--- config.mk ---
export PLATFORM = sky130hd
export DESIGN_NAME = seg7_scan_capture
export DESIGN_NICKNAME = d
export VERILOG_FILES = /design/src/rtl/seg7_scan_capture.sv
export SDC_FILE = /design/constraint.sdc
export NUM_CORES = 1
export LEC_CHECK = 0
export BUFFER_PORTS_ARGS = -buffer_cell sky130_fd_sc_hd__buf_4
export CORE_MARGIN = 2
export CORE_UTILIZATION = 56
export CTS_BUF_LIST = sky130_fd_sc_hd__clkbuf_2
export DETAILED_ROUTE_END_ITERATION = 6
export PLACE_DENSITY = 0.83
export SLEW_MARGIN = 25
export SYNTH_ARGS = -nofsm -noshare
export SYNTH_HDL_FRONTEND = slang
export SYNTH_SLANG_ARGS = --single-unit
--- constraint.sdc ---
create_clock -name clk -period 3.53 [get_ports clk]
set_input_delay 0.706 -clock clk [delete_from_list [all_inputs] [get_ports clk]]
set_output_delay 0.706 -clock clk [all_outputs]
set_load 0.01 [all_outputs]
--- src/rtl/seg7_scan_capture.sv ---
// seg7_scan_capture: filters the multiplexed anode/segment lines, decodes each stable digit back to hex and tracks frame/scan health.
module seg7_scan_capture #(
  parameter int STABLE_CYC  = 4,
  parameter int TIMEOUT_CYC = 100000
) (
  input  logic        clk,
  input  logic        rst_n,
  input  logic [3:0]  an,
  input  logic [6:0]  seg,
  output logic [15:0] digits,
  output logic [3:0]  digit_vld,
  output logic [3:0]  digit_blank,
  output logic        pat_err,
  output logic        frame_done,
  output logic        scan_lost
);
  localparam int TW = $clog2(TIMEOUT_CYC);
  // Active-high gfedcba glyphs, entry k at bits [7k+:7]
  localparam logic [111:0] LUT = {7'h71, 7'h79, 7'h5E, 7'h39, 7'h7C, 7'h77, 7'h6F, 7'h7F,
                                  7'h07, 7'h7D, 7'h6D, 7'h66, 7'h4F, 7'h5B, 7'h06, 7'h3F};
  logic [10:0]   samp;
  logic [7:0]    stab_cnt;
  logic          armed;
  logic [3:0]    frame_mask;
  logic [TW-1:0] to_cnt;
  logic          cap, hit, blank;
  logic [3:0]    nib, sel, mask_nx;
  logic [1:0]    idx;
  logic [6:0]    pat;
  always_comb begin
    pat = ~samp[6:0];
    sel = ~samp[10:7];
    cap = stab_cnt == 8'(STABLE_CYC - 1) && armed && $onehot(sel);
    idx = 2'd0;
    for (int k = 0; k < 4; k++) if (sel[k]) idx = 2'(k);
    hit = 1'b0;
    nib = 4'd0;
    for (int k = 0; k < 16; k++)
      if (pat == LUT[7*k +: 7]) begin
        hit = 1'b1;
        nib = 4'(k);
      end
    blank   = pat == 7'd0;
    mask_nx = frame_mask | sel;
  end
  always_ff @(posedge clk or negedge rst_n) begin
    if (!rst_n) begin
      samp        <= '1;
      stab_cnt    <= '0;
      armed       <= 1'b1;
      frame_mask  <= '0;
      to_cnt      <= '0;
      digits      <= '0;
      digit_vld   <= '0;
      digit_blank <= '0;
      pat_err     <= 1'b0;
      frame_done  <= 1'b0;
      scan_lost   <= 1'b0;
    end else begin
      pat_err    <= 1'b0;
      frame_done <= 1'b0;
      if (cap) begin
        armed       <= 1'b0;
        to_cnt      <= '0;
        scan_lost   <= 1'b0;
        if (hit) digits[{idx, 2'b00} +: 4] <= nib;
        digit_vld[idx]   <= hit;
        digit_blank[idx] <= blank;
        pat_err          <= !hit && !blank;
        frame_mask       <= mask_nx == 4'hF ? 4'h0 : mask_nx;
        frame_done       <= mask_nx == 4'hF;
      end else if (to_cnt == TW'(TIMEOUT_CYC - 1)) begin
        scan_lost  <= 1'b1;
        digit_vld  <= '0;
        frame_mask <= '0;
      end else begin
        to_cnt <= to_cnt + 1'b1;
      end
      // A changed input opens a new window, re-arming even on a capture edge
      samp <= {an, seg};
      if ({an, seg} == samp) begin
        if (stab_cnt != 8'(STABLE_CYC - 1)) stab_cnt <= stab_cnt + 8'd1;
      end else begin
        stab_cnt <= '0;
        armed    <= 1'b1;
      end
    end
  end
endmodule

Word-level counts from Yosys, hierarchy flattened:

Index checks and enable logic that the tools add are counted.

* bits in registers: 68
* latch bits: 0
* bits in writable memories: 0
* memory bits (read-only): 0
* input bits: 13
* output and inout bits: 27
* word-level logic and storage cells: 111
* memories kept: 0

* add/subtract/negate cells: 6
* $mul: 0
* div/mod/pow operators: 0
* order comparisons: 2
* equality and inequality tests: 25
* shift-type cells: 2
* multiplexer cells: 53
* bitwise operators: 3
* reduce and logical (&&, ||, !) cells: 9

Operator list (number)
* 7-bit equality test (second input constant): 12
* 4-bit two-way mux: 18
* 17-bit two-way mux: 2
* 1-bit two-way mux: 25
* 17-bit by 1-bit adder with 17-bit output (second input constant): 1
* 17-bit equality test (second input constant): 1
* 16-bit bitwise mux: 1
* 8-bit two-way mux: 2
* 4-bit by 6-bit variable shift with 16-bit output (first input constant): 1
* 4-bit by 6-bit variable part select with 16-bit output: 1
* 7-bit by 3-bit equality test with 1-bit output (second input constant): 2
* 7-bit by 6-bit equality test with 1-bit output (second input constant): 2
* 11-bit equality test: 1
* 8-bit by 1-bit adder with 8-bit output (second input constant): 1
* 4-bit bitwise mux: 2
* 8-bit by 2-bit equality test with 1-bit output (second input constant): 1
* 8-bit by 2-bit != test with 1-bit output (second input constant): 1
* 7-bit logical NOT: 1
* 7-bit inverter: 1
* 4-bit negation with 6-bit output: 1
* 1-bit by 1-bit adder with 2-bit output: 2
* 4-bit equality test (second input constant): 1
* 1-bit logical AND: 4
* 2-bit two-way mux: 2
* 12 further kinds: 14

Logic depth before layout (Yosys ltp):

Gate-level depths: netlist (run 1).

* word-level depth: 21
* gate-level depth with buffers: 10
* depth with buffers taken out: 9

Worst setup path before layout (run 1):

No wires, ideal clock.

* kind: register -> register
* start point: register samp[8]
* end point: register digits[4]
* setup time: 65 ps
* arrival: 2531 ps
* required time: 3465 ps
* setup slack: 934 ps
* stages on the path, launching flop included: 11
* buffers on the path: 1
* period minus slack after synthesis: 2596 ps
* path through: dfstp_2 -> fa_1 -> inv_1 -> ha_1 -> ha_1 -> nand4bb_1 -> nor4_4 -> nand2b_1 -> buf_6 -> a31oi_4 -> o22a_1

* cells in the longest elaborated chain, start to end: 7
* elaborated cells on any way between the ends: 13
* classes of those cells: add/sub (3); eq/ne (1); shift (2); mux (4); bitwise (1); reduce/logical (2)

Ends and longest elaborated chain
* start, declared: line 21 `logic [10:0] samp;`
* start signal, assigned: line 80 `samp <= {an, seg};`
* 4-bit inverter *: line 32 `sel = ~samp[10:7];`
* 1-bit two-way mux: line 35 `for (int k = 0; k < 4; k++) if (sel[k]) idx = 2'(k);`
* 2-bit two-way mux (2 in a row): line 35
* 4-bit negation with 6-bit output: line 66 `if (hit) digits[{idx, 2'b00} +: 4] <= nib;`
* 4-bit by 6-bit variable part select with 16-bit output / 4-bit by 6-bit variable shift with 16-bit output (equally long branches): line 66
* 16-bit bitwise mux: line 66
* end signal, assigned by index: line 66
* end, declared: line 10 `output logic [15:0] digits,`

Every way passes the cells marked *; elsewhere a longest branch is shown, timed or not.
A chain may end at the register's enable or synchronous reset.

Worst setup path in the final report (run 1):

* start point: register samp[10]
* end point: register digits[13]

* cells in the longest elaborated chain, start to end: 6
* elaborated cells on any way between the ends: 11
* classes of those cells: add/sub (3); eq/ne (1); shift (2); mux (2); bitwise (1); reduce/logical (2)

Ends and longest elaborated chain (line)
* 4-bit inverter *: 32
* branches (longest 5 deep; another with 4-bit negation with 6-bit output)

Mark *: on every way between the ends.

==> impl_metrics.toml, run 1 <==
[power]
p_leak_uw = 0.00178
powerDensity_nw_per_um2 = 347
vdd_drop_max_uv = 299

[worst_setup_path]
cp_data_required_time_ps = 4010
worst_setup_path_end_kind = "register"
r2r_slack_ps = 600
timing.rr.start = "samp[10]"
worst_setup_path_start_kind = "register"
worstRegToRegCells = 9
endpoint = "digits[13]"
timing.rr.end = "digits[13]"
cpLargestDelayFamily = "simple AND/OR/NAND/NOR gates"
crit_path_frequent_cell = "ha_1"
path_buf_inv = 1
max_stage_delay_ps = 640
path_class = "reg -> reg"
cp.arrival_ps = 3400
crit_chain = "fa_1 -> inv_1 -> ha_1 -> ha_1 -> nand4bb_1 -> nor3_4 -> nand2_1 -> a31oi_2 -> o22a_1"
path_max_fanout = 8
cpMaxStageDelayCell = "dfstp_2"
crit_cells = 9
startpoint = "samp[10]"

[detailed_routing]
via_count = 2656
first_pass_iters = 4
vias_per_cell = 5.92
drc = 0
ant_nets = 0
postRouteWirelength_um = 7250
drtIter0Drc = 151
wl_per_cell_um = 16.2

[final_layout]
drive_gt1_share_pct = 23.4
n_fill_cell = 493
mostFrequentLayoutCells = "dfrtp_1 (56), buf_4 (40), nor2_1 (33)"
area_delta_synth_final_pct = 12.2
nNetsFinal = 385
final_common_cell = "dfrtp_1"
multi_input_area_sq_um = 1730
seqCellArea_sq_um = 1720
diodes = 0
stdcell_area_sq_um = 4030

[yosys]
synth_area_sq_um = 3590
syn_nets = 349
async_flop_share_pct = 100
ys_warn_count = 0
synth_edf_count = 0
ys_ff_latch = 68
synthCells = 331
netlist-cell-type-count = 65
avgSynthCellArea_sq_um = 10.8
synth_flop_cell = "dfrtp_1"
yosysSeqAreaShare_pct = 47.8

[sta]
tightestPinTransition_ps = 1040
setup_violations = 0
period_needed_ps = 2930
setup-tns-final_ps = 0
clock-skew-final_ps = 34.9
relSlewSlack_pct = 29.8
rsz0062_at_grt = "no"
hold_violations = 0
max_freq_mhz = 342
slew_violations = 0
final.period_utilization_pct = 82.9

[global_routing]
grt_max_degree = 69
grt_pass1_vias = 2555
grt_util_all_layers_pct = 22.4
gr-total-overflow = 0
grt_antenna_before_repair = 0
grt_pass1_wl_um = 12500

[placement]
place_area_sq_um = 3900
io_buffers = 39
globalplace.congestion = 0.867
dp_hpwl_um = 5120

[clocking]
cts_setup_buffers = 0
clockBufferDepth = 2
post_cts_resized = 0
clk_pin_slew_ps = 230
hold_buffers = 0
clk_latency_ps = 540
cts_sinks = 68
cts_tree = "yes"
numCtsBuffers = 9
root_buffer = "clkbuf_2"
h-tree-depth = 3

[floorplan]
core_area_sq_um = 6280
die_w_um = 84.1
start_util_pct = 57.2
dieArea_sq_um = 7070
num_rows = 29
ioPinCount = 40
fp.dieH_um = 84.1

[outcome]
status = "complete, no violations"

[run]
maxCapViolations = 0

[worst_hold_path]
min_path_type = "in -> async"
-- Yosys cell counts (all sizes together), types with 6 or more instances --
library cell / instances / area share [%]
dfrtp: 56 / 39
nor2: 33 / 3.5
nand2: 18 / 2.0
xor2: 18 / 4.4
inv: 16 / 1.7
xnor2: 15 / 3.7
nand3: 14 / 2.1
buf: 13 / 2.1
dfstp: 12 / 8.8
o22a: 12 / 2.9
nor4: 9 / 2.2
nand2b: 8 / 1.4
nor3: 8 / 1.7
o2bb2ai: 8 / 2.0
a31oi: 6 / 2.2
o21ai: 6 / 0.84
-- cells by family (layout without fill, tap and decap cells) --
kind of cell	after synthesis	after routing	share of synthesized area [%]
adders and majority gates	6	6	2.27
and+or+nand+nor	133	133	22.3
buffers and inverters	31	72	4.01
xor gates and xnor gates	33	33	8.05
muxes	2	2	0.558
AOI/OAI and AO/OA	58	58	15.0
DFF	68	68	47.8
-- power by group --
part           leakage (uW)  internal [uW]  switching (uW)
sequential         0.000894            793            22.0
combinational      0.000810           36.7            52.0
clock             0.0000739            175             318
total               0.00178           1000             392
-- through the flow --
step / hold slack, ps / utilization, % / setup WS, ps / power, uW / instances
after floorplan: 410 / - / 934 / 876 / 331
after global routing: 214 / 64.2 / 400 / 1460 / 449
after CTS: 254 / 64.2 / 589 / 1410 / 449
final: 247 / 64.2 / 604 / 1400 / 449
after global placement: 466 / 62.2 / 757 / 913 / 433
after detailed placement: 468 / 62.2 / 618 / 917 / 433
-- sequential cells by signal (all words and copies together) (netlist names) --
name and cells:
to_cnt 17, digits 16, samp 11, stab_cnt 8, digit_blank 4, digit_vld 4, frame_mask 4, armed 1
frame_done 1, pat_err 1, scan_lost 1
-- cell type report --
class	instances	area share [%]
multi-input cells	232	42.9
flip-flops and latches	68	42.6
repair buffers	40	7.45
well taps	77	2.39
clock inverters	7	2.02
inverters	16	1.49
clock buffers	9	1.12
-- routing by layer --
layer,share of wire (%),vias up,GRT usage (%)
li1,-,1271,-
met1,45,1313,29.7
met2,49,55,35.6
met3,3.8,17,4.65
met4,2.5,0,9.97
met5,0,-,0
-- worst min-delay path by stage --
| stage | startpoint | to | slack (ps) | cells after the start |
|---|---|---|---|---|
| after global routing | an[1] | samp[8] | 210 | 1 |
| after global placement | frame_mask[0] | frame_mask[0] | 470 | 1 |
| final | rst_n | to_cnt[12] | 250 | 1 |
| after floorplan | rst_n | digit_blank[0] | 410 | 0 |
| after CTS | seg[5] | samp[5] | 250 | 1 |
| after detailed placement | frame_mask[2] | frame_mask[2] | 470 | 1 |
No activity file was read; power rests on OpenSTA's default activity.
==> run 2, diff against run 1 <==
--- a/config.mk
+++ b/config.mk
@@ -5,12 +5,13 @@
 export SDC_FILE = /design/constraint.sdc
 export NUM_CORES = 1
 export LEC_CHECK = 0
+export ABC_AREA = 1
 export BUFFER_PORTS_ARGS = -buffer_cell sky130_fd_sc_hd__buf_4
 export CORE_MARGIN = 2
-export CORE_UTILIZATION = 56
+export CORE_UTILIZATION = 55
 export CTS_BUF_LIST = sky130_fd_sc_hd__clkbuf_2
 export DETAILED_ROUTE_END_ITERATION = 6
-export PLACE_DENSITY = 0.83
+export PLACE_DENSITY = 0.85
 export SLEW_MARGIN = 25
 export SYNTH_ARGS = -nofsm -noshare
 export SYNTH_HDL_FRONTEND = slang
==> constraint.sdc (replaced) <==
create_clock -name clk -period 2.65 [get_ports clk]
set_input_delay 0.53 -clock clk [delete_from_list [all_inputs] [get_ports clk]]
set_output_delay 0.53 -clock clk [all_outputs]
set_load 0.01 [all_outputs]
==> run 2 against run 1 <==
Net effect: register-to-register slack worse by 510 ps; synthesized cell count is 37% higher; sequential share of layout area is 1.7 points lower; final cell count is 32% higher; via count is 18% higher; fmax is 14% higher; hold slack worse by 180 ps; count of clock-buffer cells in the layout stayed put; cell area is 4.1% higher; critical path depth is 5 higher; die area is 1.3% higher; critical endpoint is now digit_blank[2]; largest cell class is now flip-flops and latches; largest power group unchanged.
==> impl_metrics.toml, run 2 <==
[worst_setup_path]
worst_setup_path_end_kind = "register"
cp.arrival_ps = 3000
r2r_slack_ps = 90
path_class = "reg -> reg"
path_max_fanout = 10
cp_data_required_time_ps = 3090
worst_setup_path_start_kind = "register"

[yosys]
yosysSeqAreaShare_pct = 48.1
synth-simple-area-share_pct = 33.5
ys_ff_latch = 68
synth_top_area_share_pct = 39.2
synth_edf_count = 0
synth_area_sq_um = 3570
synth_compound_area_share_pct = 5.67
synthMuxAreaShare_pct = 0
syn_nets = 470
synth_flop_cell = "dfrtp_1"
synth_area_leaders = "dfrtp_1 (39%), nand2_1 (13%), dfstp_2 (8.8%)"
yosysMostFrequentCell = "nand2_1"
ys_warn_count = 0
netlist-cell-type-count = 35
synth_common_cells = "nand2_1 (123), inv_1 (60), dfrtp_1 (56)"
yosys.area.top_type = "dfrtp_1"
synthCells = 452
avgSynthCellArea_sq_um = 7.90
synth_adder_area_share_pct = 1.96
synthXorXnorAreaFrac_pct = 3.68
async_flop_share_pct = 100
synth_top_family_by_area = "simple AND/OR/NAND/NOR gates"

[sta]
hold_violations = 0
relSlewSlack_pct = 43.9
max_freq_mhz = 391
slew_violations = 0
clock-skew-final_ps = 37.1
setup_violations = 0
setup-tns-final_ps = 0
final.period_utilization_pct = 96.6
period_needed_ps = 2560
tightestPinTransition_ps = 842

[detailed_routing]
first_pass_iters = 4
ant_nets = 0
drtIter0Drc = 228
wl_per_cell_um = 12.9
drc = 0
via_count = 3121
postRouteWirelength_um = 7630
vias_per_cell = 5.25

[final_layout]
top_register = "to_cnt"
largest_reg_flops = 17
final_common_cell = "nand2_1"
nNetsFinal = 530
drive_gt1_share_pct = 21.1
n_fill_cell = 526
area_delta_synth_final_pct = 17.4
mostFrequentLayoutCells = "nand2_1 (123), inv_1 (60), dfrtp_1 (56)"
top_regs = "to_cnt: 17 flops, digits: 16 flops, samp: 11 flops"
diodes = 0

[floorplan]
dieArea_sq_um = 7160
fp.dieH_um = 84.6
num_rows = 29
core_area_sq_um = 6310
die_w_um = 84.6
ioPinCount = 40
start_util_pct = 56.6

[global_routing]
grt_pass1_wl_um = 13100
grt_antenna_before_repair = 0
grt_util_all_layers_pct = 22.8
grt_max_degree = 69
grt_pass1_vias = 2955
gr-total-overflow = 0

[placement]
globalplace.congestion = 0.914
io_buffers = 39
dp_hpwl_um = 5600

[power]
p_sw_uw = 530
power_frac_comb_pct = 7.2
vdd_drop_max_uv = 312
powerDensity_nw_per_um2 = 445
seqPwrFrac_pct = 57.3
pwr-share-clk_pct = 35.5
p_total_uw = 1870
switching_share_pct = 28.4
internal_power_uw = 1340
p_leak_uw = 0.00221

[clocking]
clk_pin_slew_ps = 240
clockBufferDepth = 2
cts_tree = "yes"
h-tree-depth = 3
clk_latency_ps = 540
root_buffer = "clkbuf_2"
cts_sinks = 68
numCtsBuffers = 9
hold_buffers = 0

[run]
maxCapViolations = 0

[worst_hold_path]
min_path_type = "in -> async"

[outcome]
status = "complete, no violations"
run 2: cell count changes after synthesis, moves of 11 or more:
| cell | before | now |
|---|---|---|
| nand2_1 | 17 | 123 |
| nor2_1 | 33 | 55 |
| xnor2_1 | 15 | 2 |
| nor3_1 | 6 | 17 |
| o21ai_0 | 5 | 21 |
| o22a_1 | 12 | 0 |
| inv_1 | 16 | 60 |
run 2: what timing repair did:
action | CTS | global route
endpoints found under the setup margin | 1 | 12
resized for setup | 1 | 6
gates cloned | 0 | 1
buffers inserted | 0 | 5
run 2: cell type report:
cell class                 count  area (sq um)  share of cell area (%)
clock buffer                   9          45.0                    1.07
clock inverter                 7          82.6                    1.97
inverter                      65           256                    6.12
multi-input combinational    318          1620                    38.6
sequential                    68          1720                    40.9
tap                           77          96.3                    2.30
timing repair buffer          49           368                    8.77
timing repair inverter         1          8.76                   0.209
run 2: power groups by stage:
stage	registers (uW)	logic (uW)	clock network [uW]
after floorplan	1090	68.8	0
after global placement	1090	127	0
after detailed placement	1090	132	0
after CTS	1070	132	680
after global routing	1070	153	727
final	1070	135	662
run 2: worst paths after layout:
check | cells after the start | startpoint | endpoint
min | 1 | rst_n | digits[7]
max | 14 | samp[7] | digit_blank[2]
min reg2reg | 2 | digits[6] | digits[6]
min in group clk | 1 | seg[3] | samp[3]
max in group asynchronous | 1 | rst_n | stab_cnt[0]
max reg2reg | 14 | samp[7] | digit_blank[2]
run 2: stage by stage:
step	hold WS, ps	instances	setup WS [ps]	util, %	instance area [sq um]
final	64.8	594	90.2	66.4	4190
after global routing	26.8	594	-32.3	66.4	4190
after CTS	49.1	588	33.0	65.3	4120
after detailed placement	465	572	28.6	63.2	3990
after global placement	458	572	121	63.2	3990
after floorplan	234	452	145	-	3570
run 2: critical path: stages, from the launching register on:
cell and delay, ps:
dfstp_2 440, fa_1 530, inv_1 40, ha_1 170, ha_1 270, inv_1 60, nand2_1 70, nor3_2 140
buf_4 170, nand2_8 110, clkinv_8 110, nand2_4 60, or2_0 200, o21ai_1 70, inv_1 50
run 2: kinds of logic after synthesis:
group                      count (synthesis)
and+or+nand+nor                          260
AOI/OAI and AO/OA                         38
xor gates and xnor gates                  15
adders and majority gates                  5
DFF                                       68
buffers and inverters                     66
run 2: metal layers:
| metal | wire, um | vias up | part of all wire, % | GRT usage (%) |
|---|---|---|---|---|
| met2 | 3660 | 78 | 48 | 36.0 |
| met1 | 3490 | 1478 | 46 | 30.9 |
| met3 | 353 | 13 | 4.6 | 4.52 |
| met5 | 0 | - | 0 | 0 |
| met4 | 127 | 0 | 1.7 | 9.38 |
| li1 | - | 1552 | - | - |
==> run 3, diff against run 2 <==
--- a/config.mk
+++ b/config.mk
@@ -6,12 +6,13 @@
 export NUM_CORES = 1
 export LEC_CHECK = 0
 export ABC_AREA = 1
-export BUFFER_PORTS_ARGS = -buffer_cell sky130_fd_sc_hd__buf_4
 export CORE_MARGIN = 2
-export CORE_UTILIZATION = 55
+export CORE_UTILIZATION = 40
 export CTS_BUF_LIST = sky130_fd_sc_hd__clkbuf_2
+export CTS_CLUSTER_DIAMETER = 50
 export DETAILED_ROUTE_END_ITERATION = 6
-export PLACE_DENSITY = 0.85
+export DONT_BUFFER_PORTS = 1
+export PLACE_DENSITY = 0.62
 export SLEW_MARGIN = 25
 export SYNTH_ARGS = -nofsm -noshare
 export SYNTH_HDL_FRONTEND = slang
==> run 3 against run 2 <==
Net effect: register-to-register slack improved by 70 ps; wire length increased by 4.3%; global-route usage decreased by 5.6 points; clock skew decreased by 20 ps; sequential power about the same; first-iteration DRC count decreased by 28%; sequential share of layout area increased by 0.90 points; cell area decreased by 2.1%; count of clock-buffer cells in the layout unchanged; hold slack improved by 410 ps; fmax increased by 2.7%; setup slack improved by 67 ps.
==> impl_metrics.toml, run 3 (synthesis results as in run 2) <==
[outcome]
status = "complete, no violations"

[final_layout]
top_regs = "to_cnt: 17 flops, digits: 16 flops, samp: 11 flops"
top_register = "to_cnt"
n_fill_cell = 862
stdcell_area_sq_um = 4100
drive_gt1_share_pct = 15.4
nNetsFinal = 506
diodes = 0
fin_util_pct = 47.3
fin_cells = 601
final_common_cell = "nand2_1"
largest_reg_flops = 17
area_delta_synth_final_pct = 14.9
mostFrequentLayoutCells = "nand2_1 (122), inv_1 (59), dfrtp_1 (56)"

[sta]
setup-tns-final_ps = 0
clock-skew-final_ps = 16.8
tightestPinTransition_ps = 419
rsz0062_at_grt = "yes"
final.period_utilization_pct = 94.1
setup_violations = 0
hold_violations = 0
slew_violations = 0
max_freq_mhz = 401
setup_slack_ps = 157
relSlewSlack_pct = 71.8
period_needed_ps = 2490

[worst_setup_path]
crit_chain = "fa_1 -> inv_1 -> ha_1 -> ha_1 -> inv_2 -> nand2_2 -> nor3_2 -> buf_4 -> nand2_8 -> clkinv_8 -> nand2_4 -> or2_0 -> o21ai_1 -> inv_1"
worst_setup_path_start_kind = "register"
cp_data_required_time_ps = 3050
cp.arrival_ps = 2890
path_class = "reg -> reg"
cpMaxStageDelayCell = "fa_1"
worst_setup_path_end_kind = "register"
path_max_fanout = 8
startpoint = "samp[7]"
timing.rr.start = "samp[7]"
max_stage_delay_ps = 530

[clocking]
root_buffer = "clkbuf_2"
clockBufferDepth = 2
h-tree-depth = 3
cts_tree = "yes"
cts_sinks = 68
clk_pin_slew_ps = 190
numCtsBuffers = 9
clk_latency_ps = 500

[placement]
globalplace.congestion = 0.861
io_buffers = 0
pre_cts_slack_ps = -40.8
dp_hpwl_um = 5800
place_inst = 564
place_area_sq_um = 3740

[detailed_routing]
vias_per_cell = 5.06
drc = 0
postRouteWirelength_um = 7960
drtIter0Drc = 165
first_pass_iters = 6
via_count = 3044
wl_per_cell_um = 13.2
ant_nets = 0

[floorplan]
dieArea_sq_um = 9700
core_area_sq_um = 8680
ioPinCount = 40
die_w_um = 98.5
fp.dieH_um = 98.5
start_util_pct = 41.2
num_rows = 34

[power]
vdd_drop_max_uv = 265
powerDensity_nw_per_um2 = 441
p_leak_uw = 0.00206

[global_routing]
grt_antenna_before_repair = 0
grt_util_all_layers_pct = 17.2
grt_pass1_vias = 2986
grt_max_degree = 69
gr-total-overflow = 0
grt_pass1_wl_um = 13600

[worst_hold_path]
min_path_type = "in -> reg"
worstHoldStart = "an[0]"

[run]
maxCapViolations = 0
run 3: report_power, final:
part	total (uW)	switching [uW]	internal, uW
Sequential	1070	13.1	1060
Clock	597	384	213
Combinational	142	89.1	53.0
run 3: layout make-up:
type                            count  area [sq um]  share of cell area, %
Sequential cell                    68          1720                   41.8
Multi-Input combinational cell    318          1640                   39.9
Inverter                           65           256                   6.25
Timing Repair Buffer               25           238                   5.79
Tap cell                          108           135                   3.29
Clock inverter                      7          66.3                   1.62
Clock buffer                        9          45.0                   1.10
Timing Repair inverter              1          8.76                  0.213
run 3: worst paths after layout:
| check | endpoint | slack [ps] | depth (start not counted) |
|---|---|---|---|
| min in group asynchronous | stab_cnt[4] | 570 | 2 |
| max | digit_blank[2] | 160 | 14 |
| max in group asynchronous | samp[0] | 1780 | 2 |
| min reg2reg | to_cnt[3] | 530 | 1 |
| min | stab_cnt[4] | 480 | 5 |
| max reg2reg | digit_blank[2] | 160 | 14 |
run 3: worst max-delay path: cells and delay by family, from the launching register on:
family                     cells  cell delay (ps)
adders and majority gates      3              980
DFF                            1              420
buffers and inverters          5              420
AOI/OAI and AO/OA              1               80
and+or+nand+nor                5              500
run 3: per-stage QoR:
stage	total power, uW	hold slack [ps]
6_report	1810	476
5_1_grt	1890	469
4_1_cts	1820	440
3_5_place_dp	1180	239
3_3_place_gp	1180	238
2_1_floorplan	1150	234
run 3: repair_timing:
item | in CTS | in global routing
hold endpoints to repair | 79 | 0
gates cloned | 0 | 1
endpoints found under the setup margin | 7 | 35
setup buffers | 0 | 7
hold buffers | 13 | 0
resized for setup | 2 | 11
pin swaps | 0 | 3
run 3: metal layers:
| metal | track usage, % | share of wire, % | vias up |
|---|---|---|---|
| li1 | - | - | 1508 |
| met1 | 22.5 | 45 | 1425 |
| met2 | 27.9 | 47 | 100 |
| met3 | 5.04 | 6.5 | 11 |
| met4 | 4.74 | 0.85 | 0 |
| met5 | 0 | 0 | - |
